File: src/rtl/pid_scheduler.sv
// rtl/pid_scheduler.sv - time-sliced PID channel scheduler with register bus
module pid_scheduler #(
    parameter int aw  = 1,
    parameter int ew  = 24,
    parameter int ow  = 12,
    parameter int cw  = 6,
    parameter int psc = 12
) (
    input  logic                    clk_pid,
    input  logic                    reset,
    input  logic [(1<<aw)*ew-1:0]   position,
    input  logic                    bus_we,
    input  logic [aw+1:0]           bus_addr,
    input  logic [31:0]             bus_wdata,
    output logic [31:0]             bus_rdata,
    output logic [aw-1:0]           a,
    output logic [ew-1:0]           error,
    output logic [cw-1:0]           KP,
    output logic [cw-1:0]           KI,
    output logic [cw-1:0]           KD,
    output logic                    err_valid,
    output logic                    calc,
    input  logic [ow-1:0]           m_k_in,
    output logic                    out_valid,
    output logic [aw-1:0]           out_ch,
    output logic [(1<<aw)*ow-1:0]   m_out
);
    localparam int n  = 1 << aw;
    localparam int sw = psc - aw;
    localparam logic [sw-1:0] off_first = '0;
    localparam logic [sw-1:0] off_mid   = {1'b1, {(sw-1){1'b0}}};
    localparam logic [sw-1:0] off_last  = '1;
    localparam logic [ew-1:0] sat_max   = {1'b0, {(ew-1){1'b1}}};
    localparam logic [ew-1:0] sat_min   = {1'b1, {(ew-1){1'b0}}};

    logic [psc-1:0] cnt;
    logic [sw-1:0]  off;
    logic [ew-1:0]  setpoint [n];
    logic [cw-1:0]  kp_r [n];
    logic [cw-1:0]  ki_r [n];
    logic [cw-1:0]  kd_r [n];
    logic [n-1:0]   en;
    logic [ow-1:0]  out_r [n];
    logic [ew-1:0]  pos_ch [n];
    logic [aw-1:0]  bus_ch;
    logic [1:0]     bus_sel;
    logic [ew:0]    diff;
    logic [ew-1:0]  err_sat;
    logic [31:0]    rd_next;

    assign a       = cnt[psc-1:sw];
    assign off     = cnt[sw-1:0];
    assign bus_ch  = bus_addr[aw+1:2];
    assign bus_sel = bus_addr[1:0];

    genvar c;
    generate
        for (c = 0; c < n; c++) begin : g_ch
            assign pos_ch[c]         = position[c*ew +: ew];
            assign m_out[c*ow +: ow] = out_r[c];
        end
    endgenerate

    assign KP   = kp_r[a];
    assign KI   = ki_r[a];
    assign KD   = kd_r[a];
    assign calc = !reset && (off == off_mid);

    // One guard bit catches overflow of the difference; clamp to the ew-bit range.
    always_comb begin
        diff = {setpoint[a][ew-1], setpoint[a]} - {pos_ch[a][ew-1], pos_ch[a]};
        if (diff[ew] != diff[ew-1])
            err_sat = diff[ew] ? sat_min : sat_max;
        else
            err_sat = diff[ew-1:0];
    end

    function automatic logic [31:0] coef_word(input logic e, input logic [cw-1:0] kd,
                                              input logic [cw-1:0] ki, input logic [cw-1:0] kp);
        return {e, {(31-3*cw){1'b0}}, kd, ki, kp};
    endfunction

    always_comb begin
        rd_next = '0;
        case (bus_sel)
            2'd0:    rd_next = {{(32-ew){setpoint[bus_ch][ew-1]}}, setpoint[bus_ch]};
            2'd1:    rd_next = coef_word(en[bus_ch], kd_r[bus_ch], ki_r[bus_ch], kp_r[bus_ch]);
            2'd2:    rd_next = {{(32-ow){out_r[bus_ch][ow-1]}}, out_r[bus_ch]};
            default: rd_next = {{(32-psc){1'b0}}, cnt};
        endcase
    end

    // Bus writes are non-blocking, so an error load on the same edge sees the old setpoint/en.
    always_ff @(posedge clk_pid) begin
        if (reset) begin
            cnt       <= '0;
            error     <= '0;
            err_valid <= 1'b0;
            out_valid <= 1'b0;
            out_ch    <= '0;
            bus_rdata <= '0;
            en        <= '0;
            for (int i = 0; i < n; i++) begin
                setpoint[i] <= '0;
                kp_r[i]     <= '0;
                ki_r[i]     <= '0;
                kd_r[i]     <= '0;
                out_r[i]    <= '0;
            end
        end else begin
            cnt       <= cnt + psc'(1);
            err_valid <= (off == off_first);
            out_valid <= (off == off_last);
            bus_rdata <= rd_next;
            if (off == off_first)
                error <= en[a] ? err_sat : '0;
            if (off == off_last) begin
                out_r[a] <= en[a] ? m_k_in : '0;
                out_ch   <= a;
            end
            if (bus_we) begin
                case (bus_sel)
                    2'd0: setpoint[bus_ch] <= bus_wdata[ew-1:0];
                    2'd1: begin
                        en[bus_ch]   <= bus_wdata[31];
                        kd_r[bus_ch] <= bus_wdata[3*cw-1:2*cw];
                        ki_r[bus_ch] <= bus_wdata[2*cw-1:cw];
                        kp_r[bus_ch] <= bus_wdata[cw-1:0];
                    end
                    default: ;
                endcase
            end
        end
    end
endmodule

File: config.mk
export PLATFORM = sky130hd
export DESIGN_NAME = pid_scheduler
export DESIGN_NICKNAME = d
export VERILOG_FILES = /design/src/rtl/pid_scheduler.sv
export SDC_FILE = /design/constraint.sdc
export NUM_CORES = 1
export LEC_CHECK = 0
export CAP_MARGIN = 20
export CORE_MARGIN = 8
export CORE_UTILIZATION = 30
export CTS_CLUSTER_SIZE = 10
export DETAILED_ROUTE_END_ITERATION = 6
export PLACE_DENSITY = 0.56
export SYNTH_ARGS = -nofsm -noshare
export SYNTH_HDL_FRONTEND = slang
export SYNTH_SLANG_ARGS = --single-unit
File: constraint.sdc
create_clock -name clk_pid -period 6.25 [get_ports clk_pid]
set_input_delay 1.25 -clock clk_pid [delete_from_list [all_inputs] [get_ports clk_pid]]
set_output_delay 1.25 -clock clk_pid [all_outputs]
set_load 0.02 [all_outputs]
==> out/qor.csv, run 1 <==
stage,metric,value,unit
synthesis,ys.flop_type,edfxtp_1,
synthesis,ys_types,63,
synthesis,synth_top_family_by_area,simple AND/OR/NAND/NOR gates,
global_route,grt-ovfl-total,0,
layout,utilization,39.7,%
drt,vias_per_cell,4.89,
power_and_ir_drop,power_leakage,4.25,nW
critical_path,endpoint,error[14],
critical_path,r2r_start,cnt[11],
sta,fin_skew,0.0225,ns
drt,drc,0,
floorplanning,fp.dieH,193,um
synthesis,synthCells,883,
critical_path,worstSetupEndpointType,flop,
power_and_ir_drop,p_int,2.02,mW
clock_tree,ctsHtreeMaxLevel,4,
critical_path,r2r_end,error[14],
sta,fin_crit,4.47,ns
synthesis,synth_edf_count,108,
floorplanning,die_w,193,um
sta,drv_slew,0,
synthesis,syn_area,9370,sq um
drt,first_pass_iters,5,
clock_tree,postCtsSetupRepairBufs,0,
sta,worstMarginPinSlew,0.901,ns
global_route,grt_pass1_vias,7216,
sta,maxSlewHeadroom,39.9,%
clock_tree,numCtsBuffers,17,
power_and_ir_drop,comb_power_share,17.6,%
placement,port_buffers,193,
floorplanning,initial_core_util,30.5,%
layout,area_growth,30.1,%
layout,layout.nets,1172,
sta,worst_slack,1.78,ns
power_and_ir_drop,ir_drop,0.000149,V
worst_hold_path,min_path_type,flop to flop,
power_and_ir_drop,pwr_density_cell,234,nW/um^2
floorplanning,die-area,37100,sq um
critical_path,crit_slowest_cell,a311o_1,
power_and_ir_drop,p_total,2.85,mW
clock_tree,cts_buffer_depth,2,
synthesis,async_flop_share,0,%
job,max_cap_viol_count,0,
worst_hold_path,holdCritStartpoint,error[15],
sta,hold_violations,0,
critical_path,rrSetupSlack,1.89,ns
placement,gp_congestion,0.804,
layout,nFillCells,2995,
placement,hpwl,21.3,mm
synthesis,synth_simple_gate_area_share,15.8,%
synthesis,seq_area_frac_synth,48.7,%
critical_path,cp_data_required_time,6.53,ns
outcome,run_status,"finished, final reports clean",
power_and_ir_drop,clockPowerShare,36.7,%
power_and_ir_drop,seqPwrFrac,45.7,%
layout,drive_gt1_share,12.5,%
synthesis,synth_adder_area_share,3.69,%
clock_tree,cts_root_buf,clkbuf_16,
critical_path,crit_arrival,4.74,ns
sta,hold_slack,0.447,ns
layout,antenna_cells,0,
layout,regArea,4570,sq um
sta,rsz0062_at_grt,false,
synthesis,ys_warn_count,0,
synthesis,synth-compound-area-share,13.2,%
power_and_ir_drop,switching_share,28.9,%
clock_tree,clkLatencyLatePin,0.44,ns
global_route,antenna_found_initial,4,
clock_tree,cts_resized,0,
layout,multi_input_area,4490,sq um
synthesis,synth_nets,1008,
floorplanning,coreArea,30700,sq um
placement,pre_cts_ws,1.33,ns
drt,via_count,7125,
global_route,grt_pass1_wl,43.7,mm
drt,routedWlPerCell,20.4,um
critical_path,path_cells,clkdlybuf4s50_1 -> mux2_2 -> ha_1 -> inv_1 -> fa_1 -> a211oi_1 -> o211ai_1 -> a221oi_2 -> a21o_1 -> o21a_4 -> a311o_1 -> and2_1 -> a311oi_2,
sta,fmax,224,MHz
critical_path,r2r_cells,10,
global_route,grt_usage,15.8,%
sta,period_share,71.5,%
floorplanning,io-pin-count,201,
global_route,grt_max_degree,54,
sta,timing.setup.tns,0,ns
synthesis,synth_xor_area_share,2.71,%
critical_path,critPathKind,input pin to flop,
clock_tree,cts_hold_buf,0,
floorplanning,row_count,64,
power_and_ir_drop,p_sw,824,uW
critical_path,startpoint_type,input pin,
synthesis,synth-seq-cells,174,
drt,first_iter_violations,378,
clock_tree,cts.clk_slew.worst_paths,0.07,ns
sta,setup_violations,0,
clock_tree,numClockSinks,174,
critical_path,startpoint,position[0],
critical_path,slowest_delay,0.71,ns
drt,totalWireLength,29.7,mm
synthesis,synth_mux_area_share,12.5,%
critical_path,worst-path-max-fanout,14,
synthesis,syn_area_per_cell,10.6,sq um
drt,ant_nets,0,
clock_tree,cts_tree,yes,
-- how the worst min path moves through the flow --
stage | cells after the start | end
floorplan | 1 | cnt[0]
global placement | 2 | error[7]
detailed placement | 2 | error[15]
global route | 2 | error[15]
CTS | 2 | error[15]
finish | 2 | error[15]
-- cells in the final DEF, fill, tap and decap left out, types with 5 or more instances in the layout --
master             n
clkdlybuf4s50_1  191
edfxtp_1         108
nand2_1          100
and2_1            88
dfxtp_1           65
a21oi_1           57
mux2_2            51
mux2i_1           46
nor2_1            43
o21ai_0           39
ha_1              26
xor2_1            17
clkbuf_16         17
nand2b_1          15
o211ai_1          15
buf_4             14
xnor2_1           12
a21o_1            12
a211oi_1          11
inv_1             11
o21ai_1           10
nand3_1            9
a31oi_1            8
a221oi_2           8
and3_1             7
nor2b_1            7
mux4_2             6
or2_2              5
-- critical path: cells and delay by family --
kind | cells | cell delay [ns]
mux | 1 | 0.16
simple gates | 1 | 0.25
compound gates | 7 | 2.01
buf+inv | 2 | 0.50
fa+ha+maj | 2 | 0.57
-- cells in the mapped netlist (all sizes together) (10+ instances only) --
cell type    n  area share (%)
nand2      100             4.0
ha          26             3.5
and2        88             5.9
edfxtp     108              35
xnor2       12             1.1
inv         11            0.44
a21o        13             1.1
mux2i       46             4.9
a31oi       10            0.80
clkbuf      41             1.6
nor2        43             1.7
xor2        17             1.6
dfxtp       66              14
o211ai      16             1.3
buf         21             1.3
mux2        51             6.1
a211oi      12             1.0
a21oi       58             3.2
nand2b      15             1.0
o21ai       50             2.7
-- area by class of cell --
| cell class | instances | area share [%] |
|---|---|---|
| multi-input cells | 636 | 36.9 |
| flip-flops and latches | 174 | 37.5 |
| inverters | 11 | 0.339 |
| well taps | 396 | 4.07 |
| clock inverters | 14 | 1.09 |
| repair buffers | 207 | 16.6 |
| clock buffers | 18 | 3.52 |
-- power groups by stage --
stage,Combinational [mW],Clock (mW),Sequential [mW]
after global routing,0.547,1.11,1.31
after detailed placement,0.503,0,1.33
final,0.502,1.05,1.30
after global placement,0.502,0,1.33
after floorplan,0.279,0,1.34
after CTS,0.507,1.06,1.30
-- kinds of logic after synthesis --
logic type	count (synthesis)
AOI/OAI and AO/OA	185
xor gates and xnor gates	29
adders and majority gates	27
buffers and inverters	73
DFF	174
muxes	103
and+or+nand+nor	292
-- through the flow --
step / cell area, sq um / std cells
2_1_floorplan: 9370 / 883
3_3_place_gp: 11600 / 1423
3_5_place_dp: 11600 / 1423
4_1_cts: 12200 / 1455
5_1_grt: 12200 / 1456
6_report: 12200 / 1456
-- sequential cells by signal, summed over array words and instances, names as in the netlist --
signal and flops:
kd_r 12, setpoint 48, en 2, bus_rdata 25
out_ch 1, error 24, out_r 24, ki_r 12
err_valid 1, kp_r 12, cnt 12, out_valid 1
-- routing by layer --
layer,global-route usage [%],vias to the layer above,routed length (um)
li1,-,3491,-
met1,20.9,3412,13700
met2,25.4,190,13600
met3,4.16,24,2010
met4,3.58,8,312
met5,0,-,49
No activity file was read; power rests on OpenSTA's default activity.
==> run 2: changes to the inputs <==
- PLACE_DENSITY: 0.56 -> 0.58
- clock period: 6.25 -> 3.7 ns (I/O delays scaled with it)
==> run 2 against run 1 <==
Net effect: register-to-register slack got worse by 1.8 ns; sequential power increased by 69%; via count grew 2.9%; clock power is 85% higher; largest cell class unchanged; cell area rose by 4.1%; non-clock buffer count grew 49; core utilization grew 1.6 points; combinational power grew 80%; worst hold slack improved by 0.0021 ns; largest power group unchanged.
==> out/qor.csv, run 2 (synthesis gave the netlist of run 1 again) <==
stage,metric,value,unit
layout,top_regs,"setpoint: 48 flops, bus_rdata: 25 flops",
clock_tree,cts_buffer_depth,2,
drt,ant_nets,0,
clock_tree,postCtsSetupRepairBufs,0,
outcome,run_status,"finished, final reports clean",
clock_tree,numCtsBuffers,17,
power_and_ir_drop,pwr_density_cell,397,nW/um^2
clock_tree,numClockSinks,174,
critical_path,path_cells,buf_4 -> mux2_2 -> ha_1 -> o211ai_1 -> o211ai_1 -> a221oi_2 -> a21o_1 -> o21a_4 -> a311o_1 -> buf_4 -> buf_12 -> a221oi_2,
layout,multi_input_area,4500,sq um
clock_tree,ctsHtreeMaxLevel,4,
sta,drv_slew,0,
clock_tree,cts_resized,0,
sta,rsz0062_at_grt,false,
power_and_ir_drop,p_total,5.04,mW
clock_tree,cts.clk_slew.worst_paths,0.08,ns
layout,final_cell_mix,"clkdlybuf4s50_1 (191), edfxtp_1 (108), nand2_1 (100)",
sta,hold_slack,0.449,ns
critical_path,path_delay_family,compound AO/OA/AOI/OAI gates,
global_route,grt_pass1_wl,43.5,mm
floorplanning,io-pin-count,201,
floorplanning,die-area,37100,sq um
sta,period_share,96.3,%
clock_tree,cts_tree,yes,
layout,largest_reg_flops,48,
global_route,grt_max_degree,29,
drt,first_pass_iters,5,
critical_path,startpoint_type,flop,
global_route,grt_pass1_vias,7426,
critical_path,crit_arrival,3.91,ns
floorplanning,row_count,64,
drt,first_iter_violations,359,
layout,antenna_cells,0,
layout,utilization,41.4,%
drt,totalWireLength,29.3,mm
drt,routedWlPerCell,19.5,um
floorplanning,initial_core_util,30.5,%
drt,drc,0,
critical_path,worstSetupEndpointType,flop,
worst_hold_path,min_path_type,flop to flop,
drt,via_count,7330,
critical_path,worst-path-max-fanout,13,
critical_path,cp_data_required_time,4.04,ns
floorplanning,coreArea,30700,sq um
critical_path,critPathKind,flop to flop,
sta,worstMarginPinSlew,0.877,ns
layout,final_common_cell,clkdlybuf4s50_1,
floorplanning,fp.dieH,193,um
sta,setup_violations,0,
global_route,grt_usage,15.5,%
job,max_cap_viol_count,0,
layout,layout.nets,1221,
layout,area_growth,35.4,%
clock_tree,cts_hold_buf,0,
sta,hold_violations,0,
clock_tree,cts_root_buf,clkbuf_16,
clock_tree,clkLatencyLatePin,0.44,ns
sta,fin_skew,0.0203,ns
layout,drive_gt1_share,16.7,%
sta,timing.setup.tns,0,ns
power_and_ir_drop,ir_drop,0.000256,V
global_route,grt-ovfl-total,0,
layout,nFillCells,2943,
floorplanning,die_w,193,um
sta,fmax,281,MHz
critical_path,crit_slowest_cell,dfxtp_4,
placement,port_buffers,193,
placement,gp_congestion,0.825,
layout,regArea,4570,sq um
sta,maxSlewHeadroom,41.5,%
global_route,antenna_found_initial,4,
power_and_ir_drop,power_leakage,4.55,nW
drt,vias_per_cell,4.87,
critical_path,critical_path_buf_inv_count,3,
layout,top_register,setpoint,
placement,hpwl,22.0,mm
sta,fin_crit,3.56,ns
critical_path,slowest_delay,0.51,ns
## run 2: cell count changes in the layout (fill, tap and decap cells not counted), sizes merged
cell,delta
clkinv,+1
clkbuf,-1
inv,+2
buf,+49
clkinvlp,-3
bufinv,+1
## run 2: routing by layer
| layer | vias up | GRT usage [%] | share of wire (%) |
|---|---|---|---|
| met1 | 3487 | 20.6 | 46 |
| li1 | 3591 | - | - |
| met5 | - | 0 | 0.18 |
| met2 | 213 | 24.6 | 45 |
| met4 | 8 | 3.76 | 1.5 |
| met3 | 31 | 4.46 | 7.4 |
## run 2: power by group
part	switching, mW	leakage [nW]	internal [mW]	total (mW)
registers	0.0466	1.59	2.15	2.20
logic	0.476	2.64	0.429	0.905
clock network	0.943	0.309	0.995	1.94
total	1.47	4.55	3.57	5.04
## run 2: layout make-up
| class | instances | share of cell area, % |
|---|---|---|
| clock buffer | 17 | 3.35 |
| tap | 396 | 3.90 |
| inverter | 11 | 0.325 |
| clock inverter | 15 | 1.68 |
| sequential | 174 | 36.0 |
| timing repair buffer | 256 | 19.3 |
| multi-input combinational | 636 | 35.5 |
## run 2: worst paths after layout
path	start	to	slack, ns	cells past startpoint
max	cnt[11]	error[4]	0.14	12
min reg2reg	error[11]	error[11]	0.45	2
max reg2reg	cnt[11]	error[4]	0.14	12
min	error[11]	error[11]	0.45	2
## run 2: through the flow
stage,area (sq um),setup slack (ns),std cells
2_1_floorplan,9380,0.0197,883
3_3_place_gp,12000,-0.144,1473
3_5_place_dp,12000,-0.175,1473
4_1_cts,12700,0.121,1505
5_1_grt,12700,0.0243,1505
6_report,12700,0.135,1505
## run 2: worst min-delay path: stages, from the launching register on
cell     delay, ns
dfxtp_1       0.31
nand2_1       0.05
o21ai_1       0.05
==> run 3: changes to the inputs <==
- GPL_ROUTABILITY_DRIVEN: not set -> 1
==> results of run 3 <==
Same layout as run 2: the final DEF is identical, and so are final timing and power.
